[src/rtl/mult_seq_pkg.sv]
// Shared types and constants for the 16x16 sequential multiplier.
package mult_seq_pkg;

  localparam int unsigned ACC_W  = 32;
  localparam int unsigned SH_PP0 = 0;
  localparam int unsigned SH_PP1 = 8;
  localparam int unsigned SH_PP2 = 8;
  localparam int unsigned SH_PP3 = 16;

  typedef enum logic [2:0] {
    StIdle,
    StPp0,
    StPp1,
    StPp2,
    StPp3,
    StDone
  } state_e;

endpackage

[src/rtl/mult16_sequencer_if.sv]
// Request/result handshake bundle for mult16_sequencer.
interface mult16_sequencer_if #(
  parameter int unsigned OPW = 16
) ();

  logic             in_valid;
  logic             in_ready;
  logic [OPW-1:0]   a;
  logic [OPW-1:0]   b;
  logic             out_valid;
  logic             out_ready;
  logic [2*OPW-1:0] p;
  logic             busy;

  modport master (
    output in_valid, a, b, out_ready,
    input  in_ready, out_valid, p, busy
  );

  modport slave (
    input  in_valid, a, b, out_ready,
    output in_ready, out_valid, p, busy
  );

endinterface

[src/rtl/Multiplier8x8.sv]
// Existing combinational 8x8 -> 16 unsigned multiplier, reused as-is.
module Multiplier8x8 (
  input  logic [7:0]  A,
  input  logic [7:0]  B,
  output logic [15:0] P
);

  assign P = {8'h00, A} * {8'h00, B};

endmodule

[src/rtl/mult16_sequencer.sv]
// 16x16 -> 32 unsigned multiply over four 8x8 partial-product cycles.
// Optional SKIP_ZERO_PP_EN skips partial products whose high operand byte is zero.
module mult16_sequencer
  import mult_seq_pkg::*;
#(
  parameter int unsigned OPW              = 16,
  parameter bit          ACCEPT_WHEN_DONE = 1'b1
) (
  input logic               clk,
  input logic               rst_n,
  mult16_sequencer_if.slave bus
);

  state_e           state_q, state_d;
  logic [OPW-1:0]   a_q, a_d, b_q, b_d;
  logic [ACC_W-1:0] acc_q, acc_d, p_q, p_d, partial;
  logic             out_valid_q, out_valid_d, busy_q, busy_d;
  logic             accept;
  logic [7:0]       mul_a, mul_b;
  logic [15:0]      mul_p;
  logic [4:0]       shamt;
  state_e           nxt_pp0, nxt_pp1, nxt_pp2;
`ifdef SKIP_ZERO_PP_EN
  logic             a_hi_zero_q, a_hi_zero_d, b_hi_zero_q, b_hi_zero_d;
`endif

  // Gated by rst_n so nothing is accepted while reset is held.
  assign bus.in_ready = rst_n & ((state_q == StIdle) |
                                 (ACCEPT_WHEN_DONE & (state_q == StDone) & bus.out_ready));
  assign accept        = bus.in_valid & bus.in_ready;
  assign bus.out_valid = out_valid_q;
  assign bus.busy      = busy_q;
  assign bus.p         = p_q;

  always_comb begin
    mul_a = '0;
    mul_b = '0;
    shamt = '0;
    unique case (state_q)
      StPp0:   begin mul_a = a_q[7:0];  mul_b = b_q[7:0];  shamt = 5'(SH_PP0); end
      StPp1:   begin mul_a = a_q[15:8]; mul_b = b_q[7:0];  shamt = 5'(SH_PP1); end
      StPp2:   begin mul_a = a_q[7:0];  mul_b = b_q[15:8]; shamt = 5'(SH_PP2); end
      StPp3:   begin mul_a = a_q[15:8]; mul_b = b_q[15:8]; shamt = 5'(SH_PP3); end
      default: ;
    endcase
  end

  Multiplier8x8 u_mul (
    .A(mul_a),
    .B(mul_b),
    .P(mul_p)
  );

  assign partial = {16'h0000, mul_p} << shamt;

  always_comb begin
`ifdef SKIP_ZERO_PP_EN
    nxt_pp0 = !a_hi_zero_q ? StPp1 : (!b_hi_zero_q ? StPp2 : StDone);
    nxt_pp1 = b_hi_zero_q ? StDone : StPp2;
    nxt_pp2 = a_hi_zero_q ? StDone : StPp3;
`else
    nxt_pp0 = StPp1;
    nxt_pp1 = StPp2;
    nxt_pp2 = StPp3;
`endif
  end

  always_comb begin
    state_d = state_q;
    a_d     = a_q;
    b_d     = b_q;
    acc_d   = acc_q;
    p_d     = p_q;
`ifdef SKIP_ZERO_PP_EN
    a_hi_zero_d = a_hi_zero_q;
    b_hi_zero_d = b_hi_zero_q;
`endif
    unique case (state_q)
      StIdle, StDone: begin
        if (accept) begin
          a_d     = bus.a;
          b_d     = bus.b;
          acc_d   = '0;
          state_d = StPp0;
`ifdef SKIP_ZERO_PP_EN
          a_hi_zero_d = (bus.a[15:8] == 8'h00);
          b_hi_zero_d = (bus.b[15:8] == 8'h00);
`endif
        end else if (state_q == StDone && bus.out_ready) begin
          state_d = StIdle;
        end
      end
      StPp0: begin acc_d = acc_q + partial; state_d = nxt_pp0; end
      StPp1: begin acc_d = acc_q + partial; state_d = nxt_pp1; end
      StPp2: begin acc_d = acc_q + partial; state_d = nxt_pp2; end
      StPp3: begin acc_d = acc_q + partial; state_d = StDone;  end
      default: state_d = StIdle;
    endcase
    // Publish the product only on entry to DONE so p stays put while held.
    if (state_d == StDone && state_q != StDone) p_d = acc_d;
    out_valid_d = (state_d == StDone);
    busy_d      = (state_d == StPp0) || (state_d == StPp1) ||
                  (state_d == StPp2) || (state_d == StPp3);
  end

  always_ff @(posedge clk or negedge rst_n) begin
    if (!rst_n) begin
      state_q     <= StIdle;
      a_q         <= '0;
      b_q         <= '0;
      acc_q       <= '0;
      p_q         <= '0;
      out_valid_q <= 1'b0;
      busy_q      <= 1'b0;
`ifdef SKIP_ZERO_PP_EN
      a_hi_zero_q <= 1'b0;
      b_hi_zero_q <= 1'b0;
`endif
    end else begin
      state_q     <= state_d;
      a_q         <= a_d;
      b_q         <= b_d;
      acc_q       <= acc_d;
      p_q         <= p_d;
      out_valid_q <= out_valid_d;
      busy_q      <= busy_d;
`ifdef SKIP_ZERO_PP_EN
      a_hi_zero_q <= a_hi_zero_d;
      b_hi_zero_q <= b_hi_zero_d;
`endif
    end
  end

endmodule
[src/flat_wrapper.sv]
// flat-port wrapper written by rule: the top's interface ports become plain ports
module mult16_sequencer_flat import mult_seq_pkg::*;
#(
  parameter int unsigned OPW              = 16,
  parameter bit          ACCEPT_WHEN_DONE = 1'b1
)
  (clk, rst_n, bus_in_valid, bus_a, bus_b, bus_out_ready, bus_in_ready, bus_out_valid, bus_p, bus_busy);
  mult16_sequencer_if #(.OPW(OPW)) bus_i ();
  input logic clk;
  input logic rst_n;
  input wire logic [$bits(bus_i.in_valid)-1:0] bus_in_valid;
  input wire logic [$bits(bus_i.a)-1:0] bus_a;
  input wire logic [$bits(bus_i.b)-1:0] bus_b;
  input wire logic [$bits(bus_i.out_ready)-1:0] bus_out_ready;
  output wire logic [$bits(bus_i.in_ready)-1:0] bus_in_ready;
  output wire logic [$bits(bus_i.out_valid)-1:0] bus_out_valid;
  output wire logic [$bits(bus_i.p)-1:0] bus_p;
  output wire logic [$bits(bus_i.busy)-1:0] bus_busy;
  assign bus_i.in_valid = bus_in_valid;
  assign bus_i.a = bus_a;
  assign bus_i.b = bus_b;
  assign bus_i.out_ready = bus_out_ready;
  assign bus_in_ready = bus_i.in_ready;
  assign bus_out_valid = bus_i.out_valid;
  assign bus_p = bus_i.p;
  assign bus_busy = bus_i.busy;
  mult16_sequencer #(.OPW(OPW), .ACCEPT_WHEN_DONE(ACCEPT_WHEN_DONE)) u_core (.clk(clk), .rst_n(rst_n), .bus(bus_i));
endmodule
[config.mk]
export PLATFORM = sky130hd
export DESIGN_NAME = mult16_sequencer_flat
export DESIGN_NICKNAME = d
export VERILOG_FILES = /design/src/rtl/mult_seq_pkg.sv /design/src/rtl/mult16_sequencer_if.sv /design/src/rtl/Multiplier8x8.sv /design/src/rtl/mult16_sequencer.sv /design/src/flat_wrapper.sv
export SDC_FILE = /design/constraint.sdc
export NUM_CORES = 1
export LEC_CHECK = 0
export CAP_MARGIN = 10
export CORE_ASPECT_RATIO = 0.7
export CORE_MARGIN = 2
export CORE_UTILIZATION = 65
export CTS_BUF_LIST = sky130_fd_sc_hd__clkbuf_4 sky130_fd_sc_hd__clkbuf_8
export DETAILED_ROUTE_END_ITERATION = 10
export DONT_BUFFER_PORTS = 1
export PLACE_DENSITY_LB_ADDON = 0.2
export SYNTH_ARGS = -nofsm -noshare
export SYNTH_HDL_FRONTEND = slang
export SYNTH_SLANG_ARGS = --single-unit
[constraint.sdc]
create_clock -name clk -period 11.3 [get_ports clk]
set_input_delay 2.26 -clock clk [delete_from_list [all_inputs] [get_ports clk]]
set_output_delay 2.26 -clock clk [all_outputs]
set_load 0.005 [all_outputs]
==> impl_metrics.py, run 1 <==
metrics = {
    "yosys": {
        "ys_ff_latch": 101,
        "yosysSeqAreaShare": 0.324,
        "netlist_instances": 833,
        "netlist.area_leader.share": 0.324,
        "yosysWarnings": 0,
        "async_reset_ff_frac": 1.00,
        "synth-edff-count": 0,
        "syn_area_um2": 7800,
        "synthTopCellsByArea": "dfrtp_1, ha_1, fa_1",
        "postSynthAreaPerCell_um2": 9.37,
        "synth_largest_area_cell": "dfrtp_1",
        "synth_fp_nets": 973,
        "synth_cell_types": 50,
        "yosys_most_used_dff": "dfrtp_1",
    },
    "die": {
        "core_um2": 11700,
        "die_area_um2": 12900,
        "die_h_um": 95.7,
        "start_util": 0.666,
        "io_pins": 71,
        "row_count": 33,
        "die_x_um": 135,
    },
    "place": {
        "io_buffers": 0,
        "place.gp.congestion": 0.995,
        "hpwl_mm": 14.0,
    },
    "sta": {
        "finalCritPeriodShare": 0.838,
        "hold_violations": 0,
        "max_freq_mhz": 106,
        "timing.setup.tns_ns": 0,
        "relSlewSlack": 0.236,
        "rsz0062_at_grt": "no",
        "fin_skew_ns": 0.0171,
        "worstMarginPinSlew_ns": 1.14,
        "period_needed_ns": 9.46,
        "setup_violations": 0,
        "maxSlewViolCount": 0,
    },
    "hold_path": {
        "min_path_cells": 2,
        "worstHoldPathType": "reg2reg",
    },
    "setup_path": {
        "cp.arrival_ns": 9.75,
        "cp-start-kind": "flop",
        "worstSetupPathType": "reg2reg",
        "critical_path.top_delay_family": "compound AO/OA/AOI/OAI gates",
        "worst_setup_path_end_kind": "flop",
        "worstSetupPathDepth": 29,
        "crit_slowest_cell": "or2_2",
        "required_ns": 11.59,
        "reg2regPathDepth": 29,
        "cp_max_fo": 45,
        "cp.buffers_inverters": 2,
        "slowest_delay_ns": 0.76,
        "r2r_slack_ns": 1.84,
        "crit_path_frequent_cell": "fa_1",
    },
    "cts": {
        "htreeDepth": 3,
        "post_cts_buffers": 0,
        "cts_num_sinks": 101,
        "clockBufferDepth": 2,
        "cts_buffers": 9,
        "cts_tree": "done",
        "ctsResizeCount": 0,
        "cts_root_buffer": "clkbuf_8",
        "cts.reportedPaths.clkPinSlew_ns": 0.13,
        "insertion_delay_ns": 0.40,
        "cts_hold_repair.buffers": 0,
    },
    "final_layout": {
        "fill_cells": 924,
        "syn_to_final_growth_pct": 4.57,
        "diodes": 0,
        "drive_above_1_share": 0.113,
        "fin_nets": 961,
    },
    "flow_run": {
        "drv_cap": 0,
    },
    "global_route": {
        "grt_max_degree": 103,
        "grt_pass1_vias": 5973,
        "grt_pass1_wl_mm": 30.6,
        "grt_usage": 0.305,
        "antenna_found_initial": 1,
        "grt.overflow.total": 0,
    },
    "drt": {
        "drc": 0,
        "dr.pass1.iters": 6,
        "via_count": 6216,
        "wl_per_cell_um": 19.1,
        "drt_iter0_markers": 677,
        "totalWireLength_mm": 18.7,
        "viasPerCell": 6.32,
        "antenna_left": 0,
    },
    "status": {
        "status": "complete, no violations",
    },
}
cells in the mapped netlist (all sizes together), types with 5 or more instances:
| cell | count |
|---|---|
| xnor2 | 25 |
| nand2 | 91 |
| nand3 | 9 |
| a21o | 20 |
| and3 | 10 |
| a211o | 6 |
| or2 | 18 |
| a22oi | 14 |
| o21ai | 28 |
| a21oi | 49 |
| dfrtp | 101 |
| mux2 | 48 |
| inv | 57 |
| nor3 | 7 |
| a31oi | 5 |
| o21a | 6 |
| nor2 | 102 |
| fa | 37 |
| buf | 7 |
| mux2i | 6 |
| ha | 67 |
| xor2 | 18 |
| clkbuf | 20 |
| o21bai | 9 |
| a22o | 26 |
layout make-up:
type / instances / area [µm²] / share of cell area
clock buffers: 9 / 124 / 0.0152
clock inverters: 7 / 93.8 / 0.0115
inverters: 57 / 214 / 0.0262
multi-input cells: 648 / 4980 / 0.610
flip-flops and latches: 101 / 2530 / 0.310
well taps: 157 / 196 / 0.0241
repair buffers: 4 / 30.0 / 0.00368
metal layers:
layer,GRT usage,share of wire,up-vias
li1,-,-,2855
met1,0.460,0.47,3078
met2,0.453,0.43,258
met3,0.0606,0.085,25
met4,0.0755,0.012,0
met5,0,0,-
sequential cells by signal, indices dropped and copies added (netlist names):
signal,count
u_core.acc_q,32
u_core.bus.p,32
u_core.a_q,16
u_core.b_q,16
u_core.state_q,3
u_core.bus.busy,1
u_core.bus.out_valid,1
worst min-delay path, stage by stage (launching register included):
cell and delay [ns]:
dfrtp_1 0.38, nand2_1 0.05, o21ai_0 0.06
stage by stage:
stage / instances / hold slack [ns] / setup WS, ns / cell area, µm² / utilization
floorplan: 833 / 0.456 / 3.48 / 7800 / -
global placement: 967 / 0.479 / 2.47 / 7940 / 0.677
detailed placement: 967 / 0.489 / 2.09 / 7940 / 0.677
CTS: 983 / 0.511 / 2.02 / 8160 / 0.696
global route: 983 / 0.521 / 1.21 / 8160 / 0.696
finish: 983 / 0.517 / 1.84 / 8160 / 0.696
layout by cell type (no fill, tap or decap), types with 4 or more instances in the layout:
cell	count
nor2_1	101
fa_1	37
a22oi_1	14
xnor2_1	24
o21bai_1	9
and3_1	9
a22o_1	26
mux2i_1	5
nand3_1	9
clkbuf_8	9
inv_1	57
dfrtp_1	101
o211ai_1	4
nand2_1	91
a21oi_1	49
xor2_1	18
mux2_2	48
buf_4	4
a21o_1	20
or2_2	18
ha_1	67
nor3b_1	4
o21ai_0	27
a211o_1	6
nor3_1	7
a31oi_1	5
o21a_1	6
nand2b_1	4
cell families (layout without fill, tap and decap cells):
group	count (synthesis)	after routing	synth area share
xor+xnor	43	43	0.0483
fa+ha+maj	104	104	0.202
compound gates	187	187	0.161
mux	54	54	0.0769
buf+inv	84	77	0.0410
simple gates	260	260	0.147
flops	101	101	0.324
worst paths after layout:
path | start | endpoint
worst max-delay path | u_core.state_q[2]$_DFF_PN0_ | u_core.bus.p[24]$_DFFE_PN0P_
worst min-delay path | u_core.acc_q[28]$_DFF_PN0_ | u_core.acc_q[28]$_DFF_PN0_
worst max register to register | u_core.state_q[2]$_DFF_PN0_ | u_core.bus.p[24]$_DFFE_PN0P_
worst min register to register | u_core.acc_q[28]$_DFF_PN0_ | u_core.acc_q[28]$_DFF_PN0_
max in group asynchronous | rst_n | u_core.a_q[11]$_DFFE_PN0P_
min in group asynchronous | rst_n | u_core.bus.p[27]$_DFFE_PN0P_
Power of run 1 is not shown: default switching activity piles up to over one toggle a cycle in this logic, so the estimate is an artifact.
==> run 2, diff against run 1 <==
==> constraint.sdc (replaced) <==
create_clock -name clk -period 9.1 [get_ports clk]
set_input_delay 1.82 -clock clk [delete_from_list [all_inputs] [get_ports clk]]
set_output_delay 1.82 -clock clk [all_outputs]
set_load 0.005 [all_outputs]
==> impl_metrics.py, run 2 (same netlist as run 1, synthesis figures left out) <==
metrics = {
    "status": {
        "status": "complete, no violations",
    },
    "global_route": {
        "antenna_found_initial": 0,
        "grt.overflow.total": 0,
        "grt_max_degree": 103,
        "grt_pass1_vias": 6041,
        "grt_pass1_wl_mm": 30.8,
        "grt_usage": 0.306,
    },
    "die": {
        "core_um2": 11700,
        "start_util": 0.666,
        "die_area_um2": 12900,
        "io_pins": 71,
        "row_count": 33,
        "die_x_um": 135,
        "die_h_um": 95.7,
    },
    "sta": {
        "setup_violations": 0,
        "period_needed_ns": 8.64,
        "timing.setup.tns_ns": 0,
        "fin_skew_ns": 0.0111,
        "relSlewSlack": 0.232,
        "rsz0062_at_grt": "no",
        "max_freq_mhz": 116,
        "maxSlewViolCount": 0,
        "hold_violations": 0,
        "finalCritPeriodShare": 0.949,
        "worstMarginPinSlew_ns": 1.15,
    },
    "place": {
        "hpwl_mm": 14.5,
        "place.gp.congestion": 0.946,
        "io_buffers": 0,
    },
    "setup_path": {
        "cp_max_fo": 19,
        "worstSetupPathType": "reg2reg",
        "cp.arrival_ns": 8.92,
        "cp.buffers_inverters": 4,
        "critical_path.top_delay_family": "compound AO/OA/AOI/OAI gates",
        "worst_setup_path_end_kind": "flop",
        "required_ns": 9.38,
        "slowest_delay_ns": 0.76,
        "crit_slowest_cell": "dfrtp_1",
        "cp-start-kind": "flop",
    },
    "final_layout": {
        "final_common_cell": "nor2_1",
        "fin_nets": 971,
        "final_cell_mix": "nor2_1, dfrtp_1, nand2_1",
        "syn_to_final_growth_pct": 5.85,
        "drive_above_1_share": 0.128,
        "fill_cells": 925,
    },
    "cts": {
        "post_cts_buffers": 0,
        "htreeDepth": 3,
        "cts_root_buffer": "clkbuf_8",
        "cts_buffers": 9,
        "cts_hold_repair.buffers": 0,
        "cts_num_sinks": 101,
        "cts.reportedPaths.clkPinSlew_ns": 0.11,
        "cts_tree": "done",
        "insertion_delay_ns": 0.39,
        "clockBufferDepth": 2,
        "ctsResizeCount": 0,
    },
    "drt": {
        "viasPerCell": 6.29,
        "via_count": 6248,
        "dr.pass1.iters": 7,
        "wl_per_cell_um": 19.1,
        "totalWireLength_mm": 19.0,
        "drt_iter0_markers": 553,
        "drc": 0,
        "antenna_left": 0,
    },
    "hold_path": {
        "worstHoldPathType": "reg2reg",
    },
    "flow_run": {
        "drv_cap": 0,
    },
}
## run 2: cell count changes in the layout (fill, tap and decap cells not counted), sizes merged
| cell | previous run | this run |
|---|---|---|
| buf | 4 | 14 |
| bufinv | 0 | 1 |
| diode | 0 | 1 |
| inv | 61 | 60 |
## run 2: path summary, 6_finish.rpt
path / start / to / slack, ns / depth (start not counted)
max in group asynchronous: rst_n / u_core.state_q[2]$_DFF_PN0_ / 7.76 / 0
max reg2reg: u_core.state_q[0]$_DFF_PN0_ / u_core.acc_q[29]$_DFF_PN0_ / 0.46 / 30
min: u_core.acc_q[28]$_DFF_PN0_ / u_core.acc_q[28]$_DFF_PN0_ / 0.52 / 2
max: u_core.state_q[0]$_DFF_PN0_ / u_core.acc_q[29]$_DFF_PN0_ / 0.46 / 30
min reg2reg: u_core.acc_q[28]$_DFF_PN0_ / u_core.acc_q[28]$_DFF_PN0_ / 0.52 / 2
min in group asynchronous: rst_n / u_core.bus.p[22]$_DFFE_PN0P_ / 1.12 / 0
## run 2: metal layers
layer / vias to the layer above / routed length (µm) / GRT usage
li1: 2880 / - / -
met1: 3074 / 9080 / 0.468
met2: 272 / 8190 / 0.455
met3: 22 / 1540 / 0.0558
met4: 0 / 198 / 0.0651
met5: - / 0 / 0
## run 2: layout make-up
cell class | instances | area [µm²] | area share
Multi-Input combinational cell | 648 | 4990 | 0.604
Sequential cell | 101 | 2530 | 0.306
Inverter | 57 | 214 | 0.0259
Tap cell | 157 | 196 | 0.0238
Clock buffer | 9 | 124 | 0.0150
Timing Repair Buffer | 14 | 105 | 0.0127
Clock inverter | 7 | 103 | 0.0124
Antenna cell | 1 | 2.50 | 0.000303
## run 2: stage by stage
step	hold slack (ns)	util	cells	setup WS [ns]	cell area, µm²
2_1_floorplan	0.456	-	833	1.28	7800
3_3_place_gp	0.476	0.684	977	0.740	8020
3_5_place_dp	0.491	0.684	977	0.477	8020
4_1_cts	0.512	0.703	993	0.457	8250
5_1_grt	0.529	0.704	993	0.0129	8260
6_report	0.515	0.705	994	0.462	8260
## run 2: worst register-to-register path: cells and delay by family (launching register included)
kind	cells	cell delay, ns
buffers and inverters	4	0.19
AND/OR/NAND/NOR	6	0.82
flip-flops	1	0.76
AO/OA/AOI/OAI	13	3.90
multiplexers	1	0.13
adder cells (fa/ha/maj)	6	2.73
Power of run 2 is left out for the same reason.
